File: src/rtl/control_unit.sv
// Hardwired sequencer for the datapath: fetch T0-T2, decode IR,
// then sequence ALU, mul/div, mfhi/mflo, nop and halt execute steps.
module control_unit (
    input  logic        clk,
    input  logic        clr,
    input  logic [31:0] ir,
    output logic        PCout,
    output logic        incPC,
    output logic        MARin,
    output logic        PCin,
    output logic        Read,
    output logic        MDRin,
    output logic        MDRout,
    output logic        IRin,
    output logic        Yin,
    output logic        Zin,
    output logic        ZLowOut,
    output logic        ZHighOut,
    output logic        HIin,
    output logic        LOin,
    output logic        HIout,
    output logic        LOout,
    output logic [15:0] Rin,
    output logic [15:0] Rout,
    output logic [4:0]  alu_op,
    output logic        run,
    output logic [15:0] instr_count
);

    typedef enum logic [3:0] {
        S_RESET = 4'd0,
        S_T0    = 4'd1,
        S_T1    = 4'd2,
        S_T2    = 4'd3,
        S_T3    = 4'd4,
        S_T4    = 4'd5,
        S_T5    = 4'd6,
        S_T6    = 4'd7,
        S_HALT  = 4'd8
    } state_t;

    state_t      state;
    logic [15:0] cnt_q;

    logic [4:0] opcode;
    logic [3:0] ra;
    logic [3:0] rb;
    logic [3:0] rc;
    logic       is_alu;
    logic       is_md;
    logic       is_mfhi;
    logic       is_mflo;
    logic       is_halt;
    logic       unused_ir;

    assign opcode    = ir[31:27];
    assign ra        = ir[26:23];
    assign rb        = ir[22:19];
    assign rc        = ir[18:15];
    assign unused_ir = ^ir[14:0];

    assign is_alu  = (opcode >= 5'd3) && (opcode <= 5'd11);
    assign is_md   = (opcode == 5'd15) || (opcode == 5'd16);
    assign is_mfhi = (opcode == 5'd24);
    assign is_mflo = (opcode == 5'd25);
    assign is_halt = (opcode == 5'd27);

    assign instr_count = cnt_q;

    // State sequencing and retired-instruction counting
    always_ff @(posedge clk or negedge clr) begin
        if (!clr) begin
            state <= S_RESET;
            cnt_q <= 16'd0;
        end else begin
            unique case (state)
                S_RESET: state <= S_T0;
                S_T0:    state <= S_T1;
                S_T1:    state <= S_T2;
                S_T2:    state <= S_T3;
                S_T3: begin
                    if (is_alu || is_md) begin
                        state <= S_T4;
                    end else if (is_halt) begin
                        state <= S_HALT;
                    end else begin
                        state <= S_T0;
                        cnt_q <= cnt_q + 16'd1;
                    end
                end
                S_T4:    state <= S_T5;
                S_T5: begin
                    if (is_md) begin
                        state <= S_T6;
                    end else begin
                        state <= S_T0;
                        cnt_q <= cnt_q + 16'd1;
                    end
                end
                S_T6: begin
                    state <= S_T0;
                    cnt_q <= cnt_q + 16'd1;
                end
                S_HALT:  state <= S_HALT;
                default: state <= S_RESET;
            endcase
        end
    end

    // Per-state strobe decode from the current state and IR fields
    always_comb begin
        PCout    = 1'b0;
        incPC    = 1'b0;
        MARin    = 1'b0;
        PCin     = 1'b0;
        Read     = 1'b0;
        MDRin    = 1'b0;
        MDRout   = 1'b0;
        IRin     = 1'b0;
        Yin      = 1'b0;
        Zin      = 1'b0;
        ZLowOut  = 1'b0;
        ZHighOut = 1'b0;
        HIin     = 1'b0;
        LOin     = 1'b0;
        HIout    = 1'b0;
        LOout    = 1'b0;
        Rin      = 16'd0;
        Rout     = 16'd0;
        alu_op   = 5'd0;
        run      = (state != S_HALT);
        unique case (state)
            S_T0: begin
                PCout = 1'b1;
                MARin = 1'b1;
                incPC = 1'b1;
                Zin   = 1'b1;
            end
            S_T1: begin
                ZLowOut = 1'b1;
                PCin    = 1'b1;
                Read    = 1'b1;
                MDRin   = 1'b1;
            end
            S_T2: begin
                MDRout = 1'b1;
                IRin   = 1'b1;
            end
            S_T3: begin
                if (is_alu) begin
                    Rout = 16'd1 << rb;
                    Yin  = 1'b1;
                end else if (is_md) begin
                    Rout = 16'd1 << ra;
                    Yin  = 1'b1;
                end else if (is_mfhi) begin
                    HIout = 1'b1;
                    Rin   = 16'd1 << ra;
                end else if (is_mflo) begin
                    LOout = 1'b1;
                    Rin   = 16'd1 << ra;
                end
            end
            S_T4: begin
                if (is_alu) begin
                    Rout   = 16'd1 << rc;
                    alu_op = opcode;
                    Zin    = 1'b1;
                end else if (is_md) begin
                    Rout   = 16'd1 << rb;
                    alu_op = opcode;
                    Zin    = 1'b1;
                end
            end
            S_T5: begin
                ZLowOut = 1'b1;
                if (is_md) begin
                    LOin = 1'b1;
                end else begin
                    Rin = 16'd1 << ra;
                end
            end
            S_T6: begin
                ZHighOut = 1'b1;
                HIin     = 1'b1;
            end
            default: begin
            end
        endcase
    end

endmodule

File: config.mk
export PLATFORM = sky130hd
export DESIGN_NAME = control_unit
export DESIGN_NICKNAME = d
export VERILOG_FILES = /design/src/rtl/control_unit.sv
export SDC_FILE = /design/constraint.sdc
export NUM_CORES = 1
export LEC_CHECK = 0
export CAP_MARGIN = 0
export CORE_UTILIZATION = 37
export CTS_CLUSTER_DIAMETER = 50
export DETAILED_ROUTE_END_ITERATION = 12
export PLACE_DENSITY = 0.78
export SETUP_SLACK_MARGIN = 0.05
export SYNTH_ARGS = -nofsm -noshare
export SYNTH_HDL_FRONTEND = slang
export SYNTH_SLANG_ARGS = --single-unit
export TNS_END_PERCENT = 20
File: constraint.sdc
create_clock -name clk -period 2.15 [get_ports clk]
set_input_delay 0.43 -clock clk [delete_from_list [all_inputs] [get_ports clk]]
set_output_delay 0.43 -clock clk [all_outputs]
set_load 0.05 [all_outputs]
==> flow_summary.rst, run 1 <==
.. list-table::
   :header-rows: 1

   * - Metric
     - Value
   * - Worst reg-to-reg setup slack
     - 30 ps
   * - Commonest non-fill, non-tap cells in the layout
     - buf_4, buf_12, clkdlybuf4s50_1
   * - Critical Path Slowest Stage Cell
     - or4b_4
   * - Cell breakdown of the critical path
     - or4b_4 -> buf_4 -> nor2_1 -> a32oi_1 -> nand2_1 -> o311a_1 -> buf_12
   * - Mux share of post-synthesis cell area
     - 0.00547
   * - Critical hold path startpoint
     - instr_count[5]
   * - Share of synthesized flip-flops with an asynchronous set or reset
     - 1.00
   * - Gate family responsible for the most delay along the worst path
     - simple AND/OR/NAND/NOR gates
   * - Count of cells along the worst hold path
     - 1
   * - Clock Pin Slew Worst Setup and Hold Paths
     - 70 ps
   * - Power density of the placed cells
     - 717 nW/um^2
   * - Post-Syn Nets
     - 309
   * - Post-synthesis compound-gate area fraction
     - 0.233
   * - Worst hold margin
     - 488 ps
   * - # IOs
     - 104
   * - Worst setup path category
     - reg -> out
   * - Delay of the slowest cell on the worst path
     - 630 ps
   * - Maximum clock insertion buffer count
     - 2
   * - Area occupied by registers
     - 500 um^2
   * - Global-route usage over all layers
     - 0.308
   * - Fillers
     - 216
   * - Post-route fraction of the period consumed by the critical path
     - 1.34
   * - RSZ-0062 raised after global routing
     - true
   * - Max-cap violation count
     - 0
   * - Leakage power
     - 1.85 nW
   * - Total via count after detailed routing
     - 3287
   * - Worst r2r dst
     - instr_count[11]
   * - Final instance area
     - 4720 um^2
   * - Number of nets still failing antenna checks after routing
     - 0
   * - Vias in the first global route
     - 2996
   * - Most common cell after layout, fill and taps aside
     - buf_4
   * - Number of nets at the end of the flow
     - 466
   * - Post-Route WL
     - 12100 um
   * - Maximum number of pins on one net before global-route repair
     - 21
   * - Initial DRC Count
     - 484
   * - GPL Wtd Cong
     - 1.11
   * - Number of hold-slack violations in the final timing report
     - 0
   * - Setup WS post-layout
     - -723 ps
   * - Max Fanout on Critical Path
     - 7
   * - Required time reported for the critical path endpoint
     - 1720 ps
   * - Final setup violation count
     - 42
   * - Vias per cell
     - 6.59
   * - Path type of the worst min-delay path
     - reg -> reg
   * - Post-layout minimum cycle time
     - 2870 ps
   * - Cell area after synthesis
     - 2060 um^2
   * - Layout-stage area growth over the synthesis result
     - 129%
   * - Number of different library cells in the post-synthesis netlist
     - 55
   * - Worst Reg2Reg Path Length in Cells
     - 7
   * - Number of buffers created by CTS
     - 3
   * - Status
     - finished with violations
   * - Total overflow reported by the global router
     - 0
   * - Die X-Extent
     - 76.6 um
   * - Combinational family with the most area after synthesis
     - simple AND/OR/NAND/NOR gates
   * - First-pass GRT wire length
     - 14700 um
   * - Insertion delay to the later sink of the worst-skew pair
     - 260 ps
   * - Final clock skew
     - 7.47 ps
   * - Critical path startpoint category
     - flip-flop
   * - Sequential-to-total area share from yosys stat
     - 0.243
   * - # clock sinks
     - 20
   * - Count of yosys warnings during synthesis
     - 0
   * - Max H-tree Level
     - 1
   * - # placed instances
     - 492
   * - Violations in the final reports
     - negative setup slack
   * - Slew at the pin closest to its max-slew limit
     - 669 ps
   * - Number of instances in the synthesized netlist
     - 274
   * - Hold buffer count at CTS
     - 0
   * - Final cell count without fillers
     - 499
   * - Number of placement rows
     - 26
   * - Post-synthesis average cell area
     - 7.52 um^2
   * - Max-Slew Margin vs Limit
     - 0.553
   * - DIE AREA
     - 5870 um^2
   * - Quantity of I/O buffers inserted on ports
     - 88
   * - Data arrival time of the critical path
     - 2440 ps
   * - Total of flip-flops plus latches after synthesis
     - 20
   * - Count of flip-flops with a built-in enable after synthesis
     - 0
   * - Total inserted antenna cells
     - 0
   * - Initial DRT Pass Iterations
     - 7
   * - Placed wire-length estimate
     - 6910 um
   * - Final-report max-slew violation count
     - 0
   * - Element type at the critical path end
     - output port
   * - Remaining routing DRC violations
     - 0
   * - Initial core utilization
     - 0.393
   * - Leading register cell type out of synthesis
     - dfrtp_1
   * - Core box area
     - 5240 um^2
   * - Final Util
     - 0.902
   * - Synthesized-area fraction occupied by xor and xnor cells
     - 0.0680
   * - Cell at the root of the clock tree
     - clkbuf_8
   * - Multi-input gate area
     - 1940 um^2
   * - Endpoint of the worst hold path
     - instr_count[5]
   * - Adder-cell share of the synthesized area
     - 0.00608
   * - Total cell area at the placement stage
     - 4220 um^2
   * - Achievable Freq
     - 348 MHz
   * - Simple-gate share of the synthesized area
     - 0.377
   * - FF-to-FF Start
     - state[0]
   * - Die boundary height
     - 76.6 um
   * - Clock tree from TritonCTS
     - built
   * - Max IR drop VDD
     - 0.988 mV
   * - Wire length per cell after detailed routing
     - 24.2 um
   * - Worst Path Buf+Inv
     - 2
   * - Layout cells sized above 1
     - 0.545
   * - Initial antenna violation count
     - 0
-- kinds of logic after synthesis --
group | after synthesis
AND/OR/NAND/NOR | 148
AO/OA/AOI/OAI | 59
buffers and inverters | 29
flip-flops | 20
XOR/XNOR | 16
multiplexers | 1
adder cells (fa/ha/maj) | 1
-- power breakdown --
group	switching [mW]	internal (mW)
clock	0.122	0.125
combinational	1.52	1.06
sequential	0.103	0.463
-- what timing repair did --
action | 4_1_cts | 5_1_grt
cloned | 0 | 0
setup endpoints to repair | 64 | 56
buffers inserted | 1 | 3
gates resized for setup | 48 | 72
pin swaps | 7 | 14
hold endpoints to repair | 0 | 0
-- per-stage QoR --
step / setup slack [ps] / power, mW / TNS (ps)
finish: -723 / 3.39 / -16440
global route: -726 / 3.49 / -17510
CTS: -518 / 3.13 / -14980
detailed placement: -930 / 2.82 / -35060
global placement: -858 / 2.76 / -31120
floorplan: -695 / 1.82 / -19830
-- cell usage after synthesis, drive strengths merged (3+ instances only) --
| cell | count | share of area |
|---|---|---|
| nand3 | 18 | 0.044 |
| inv | 5 | 0.0091 |
| a32oi | 8 | 0.034 |
| nand2 | 25 | 0.046 |
| o22ai | 12 | 0.039 |
| nor3b | 3 | 0.011 |
| nor4 | 6 | 0.018 |
| a31oi | 10 | 0.030 |
| o21ai | 5 | 0.012 |
| xor2 | 6 | 0.026 |
| a2111oi | 3 | 0.028 |
| or3 | 3 | 0.0091 |
| and3 | 9 | 0.028 |
| nand2b | 6 | 0.018 |
| dfrtp | 20 | 0.24 |
| xnor2 | 10 | 0.043 |
| nor2b | 9 | 0.027 |
| a21oi | 5 | 0.012 |
| nor2 | 35 | 0.064 |
| nand4 | 5 | 0.015 |
| buf | 11 | 0.035 |
| nor3 | 14 | 0.034 |
| or4b | 3 | 0.016 |
| and2 | 4 | 0.012 |
| clkbuf | 13 | 0.024 |
-- worst max path at each step --
stage                         from        to  slack (ps)  depth (start not counted)
after global routing      state[3]  Rout[13]        -730                          7
after detailed placement    ir[29]  Rout[12]        -930                          6
after global placement      ir[29]  Rout[12]        -860                          6
after floorplan             ir[28]  Rout[14]        -690                          4
final                     state[3]  Rout[13]        -720                          7
after CTS                   ir[27]  Rout[14]        -520                          6
-- flip-flops by register name, indices dropped and copies added, names as in the netlist --
signal and count:
state 4, instr_count 16
-- metal layers --
metal | vias up | share of wire | GRT usage
li1 | 1333 | - | -
met1 | 1561 | 0.35 | 0.342
met2 | 290 | 0.47 | 0.595
met3 | 103 | 0.095 | 0.0311
met4 | 0 | 0.088 | 0.117
met5 | - | 0 | 0
-- layout make-up --
cell class | count | share of cell area
repair buffers | 176 | 0.452
multi-input cells | 225 | 0.411
flip-flops and latches | 20 | 0.106
inverters | 5 | 0.00397
clock buffers | 3 | 0.00874
well taps | 70 | 0.0185
No activity file was read; power rests on OpenSTA's default activity.
==> inputs of run 2 (changes only) <==
- ABC_CLOCK_PERIOD_IN_PS: default -> 2150
==> results of run 2 <==
Final layout, timing and power as in run 1 (identical DEF).
==> inputs of run 3 (changes only) <==
- CORE_MARGIN: default -> 2
- HOLD_SLACK_MARGIN: default -> 0.03
==> run 3 against run 2 <==
Effect of this change: critical endpoint is now Rout[14]; the run still ends with negative setup slack left; routed wire length shrank 17%; flip-flop and latch count did not move; setup slack improved by 240 ps; cell area up 0.13%.
==> flow_summary.rst, run 3 (same netlist as run 1, synthesis figures left out) <==
.. list-table::
   :header-rows: 1

   * - Metric
     - Value
   * - Remaining routing DRC violations
     - 0
   * - Slew at the pin closest to its max-slew limit
     - 617 ps
   * - Global-route usage over all layers
     - 0.307
   * - Die X-Extent
     - 78.6 um
   * - Power density of the placed cells
     - 712 nW/um^2
   * - Quantity of I/O buffers inserted on ports
     - 88
   * - DIE AREA
     - 6180 um^2
   * - Required time reported for the critical path endpoint
     - 1720 ps
   * - Critical path startpoint category
     - primary input
   * - Clock tree from TritonCTS
     - built
   * - Number of nets at the end of the flow
     - 472
   * - Initial antenna violation count
     - 0
   * - Status
     - finished with violations
   * - Post-layout minimum cycle time
     - 2640 ps
   * - Clock Pin Slew Worst Setup and Hold Paths
     - 70 ps
   * - Total overflow reported by the global router
     - 0
   * - Max Fanout on Critical Path
     - 3
   * - Worst setup path category
     - in -> out
   * - Initial core utilization
     - 0.379
   * - Maximum clock insertion buffer count
     - 2
   * - RSZ-0062 raised after global routing
     - true
   * - Layout cells sized above 1
     - 0.545
   * - Number of placement rows
     - 27
   * - Vias per cell
     - 5.89
   * - Total via count after detailed routing
     - 2986
   * - First-pass GRT wire length
     - 15100 um
   * - Hold buffer count at CTS
     - 0
   * - Max IR drop VDD
     - 0.966 mV
   * - GPL Wtd Cong
     - 0.918
   * - Cell breakdown of the critical path
     - buf_6 -> or4b_4 -> o22a_4 -> or3_4 -> o211ai_1 -> clkbuf_16
   * - # clock sinks
     - 20
   * - Total cell area at the placement stage
     - 4250 um^2
   * - Setup WS post-layout
     - -486 ps
   * - Post-route fraction of the period consumed by the critical path
     - 1.23
   * - Die boundary height
     - 78.6 um
   * - Data arrival time of the critical path
     - 2210 ps
   * - Post-Route WL
     - 9950 um
   * - Placed wire-length estimate
     - 7100 um
   * - Max-Slew Margin vs Limit
     - 0.588
   * - Most common cell after layout, fill and taps aside
     - buf_4
   * - Fillers
     - 278
   * - Final instance area
     - 4730 um^2
   * - Max-cap violation count
     - 0
   * - Achievable Freq
     - 379 MHz
   * - Initial DRC Count
     - 281
   * - Maximum number of pins on one net before global-route repair
     - 21
   * - Placement-stage worst setup slack
     - -923 ps
   * - Final setup violation count
     - 40
   * - Layout-stage area growth over the synthesis result
     - 130%
   * - Max FFs per register
     - 16
   * - # IOs
     - 104
   * - Cell at the root of the clock tree
     - clkbuf_8
   * - Delay of the slowest cell on the worst path
     - 550 ps
   * - Number of buffers created by CTS
     - 3
   * - Core box area
     - 5440 um^2
   * - Total inserted antenna cells
     - 0
   * - Element type at the critical path end
     - output port
   * - Leakage power
     - 1.86 nW
   * - Number of hold-slack violations in the final timing report
     - 0
   * - Number of nets still failing antenna checks after routing
     - 0
   * - Final clock skew
     - 1.01 ps
   * - Violations in the final reports
     - negative setup slack
   * - Initial DRT Pass Iterations
     - 5
   * - Path type of the worst min-delay path
     - reg -> reg
   * - Final-report max-slew violation count
     - 0
   * - Insertion delay to the later sink of the worst-skew pair
     - 260 ps
   * - Commonest non-fill, non-tap cells in the layout
     - buf_4, buf_12, clkdlybuf4s50_1
   * - Wire length per cell after detailed routing
     - 19.6 um
   * - Critical Path Slowest Stage Cell
     - or4b_4
   * - Vias in the first global route
     - 2966
   * - Max H-tree Level
     - 1
## run 3: cell types whose count changed in the layout (fill, tap and decap cells not counted), moves of 2 or more
cell	previous run	this run
buf_4	76	83
nor2_2	12	7
nor2_1	13	17
o21ai_2	0	3
nor3b_1	1	3
nor3b_2	2	0
nor4_4	0	2
nor4b_2	0	2
nor4b_4	2	0
o21ai_4	2	0
## run 3: through the flow
stage	cells	TNS [ps]	hold slack (ps)	total power, mW	util
5_1_grt	507	-16430	496	3.49	0.870
3_5_place_dp	497	-36020	464	2.84	0.781
6_report	507	-14550	473	3.37	0.870
2_1_floorplan	274	-19830	134	1.82	-
4_1_cts	502	-14370	477	3.23	0.838
3_3_place_gp	497	-32190	460	2.79	0.781
## run 3: critical path: cells and delay by family
family,cells,cell delay (ps)
buf+inv,2,320
compound gates,2,520
simple gates,2,950
## run 3: per-layer routing
| layer | vias to the layer above | wire (um) | track usage |
|---|---|---|---|
| met2 | 162 | 5240 | 0.568 |
| met4 | 0 | 284 | 0.104 |
| met1 | 1443 | 3810 | 0.369 |
| li1 | 1347 | - | - |
| met3 | 34 | 615 | 0.0264 |
| met5 | - | 0 | 0 |
## run 3: report_power, final
| group | total [mW] | switching (mW) | internal, mW |
|---|---|---|---|
| logic | 2.56 | 1.49 | 1.07 |
| registers | 0.569 | 0.107 | 0.463 |
| clock network | 0.240 | 0.115 | 0.125 |
## run 3: area by class of cell
| cell class | count | area (um^2) | share of cell area |
|---|---|---|---|
| clock buffer | 3 | 41.3 | 0.00873 |
| inverter | 5 | 22.5 | 0.00476 |
| multi-input combinational | 225 | 1900 | 0.403 |
| sequential | 20 | 500 | 0.106 |
| tap | 72 | 90.1 | 0.0190 |
| timing repair buffer | 182 | 2170 | 0.459 |
## run 3: path summary, 6_finish.rpt
kind | endpoint | slack [ps] | startpoint | depth (start not counted)
setup / recovery | Rout[14] | -490 | ir[27] | 6
min in group asynchronous | instr_count[0] | 500 | clr | 2
max in group asynchronous | instr_count[10] | 1450 | clr | 2
hold reg to reg | instr_count[15] | 470 | instr_count[15] | 1
setup reg to reg | instr_count[11] | 120 | state[0] | 7
hold / removal | instr_count[15] | 470 | instr_count[15] | 1
## run 3: repair_timing
action,CTS,global route
gates resized for setup,79,34
pin swaps,18,13
setup buffers,3,5
setup endpoints to repair,60,52
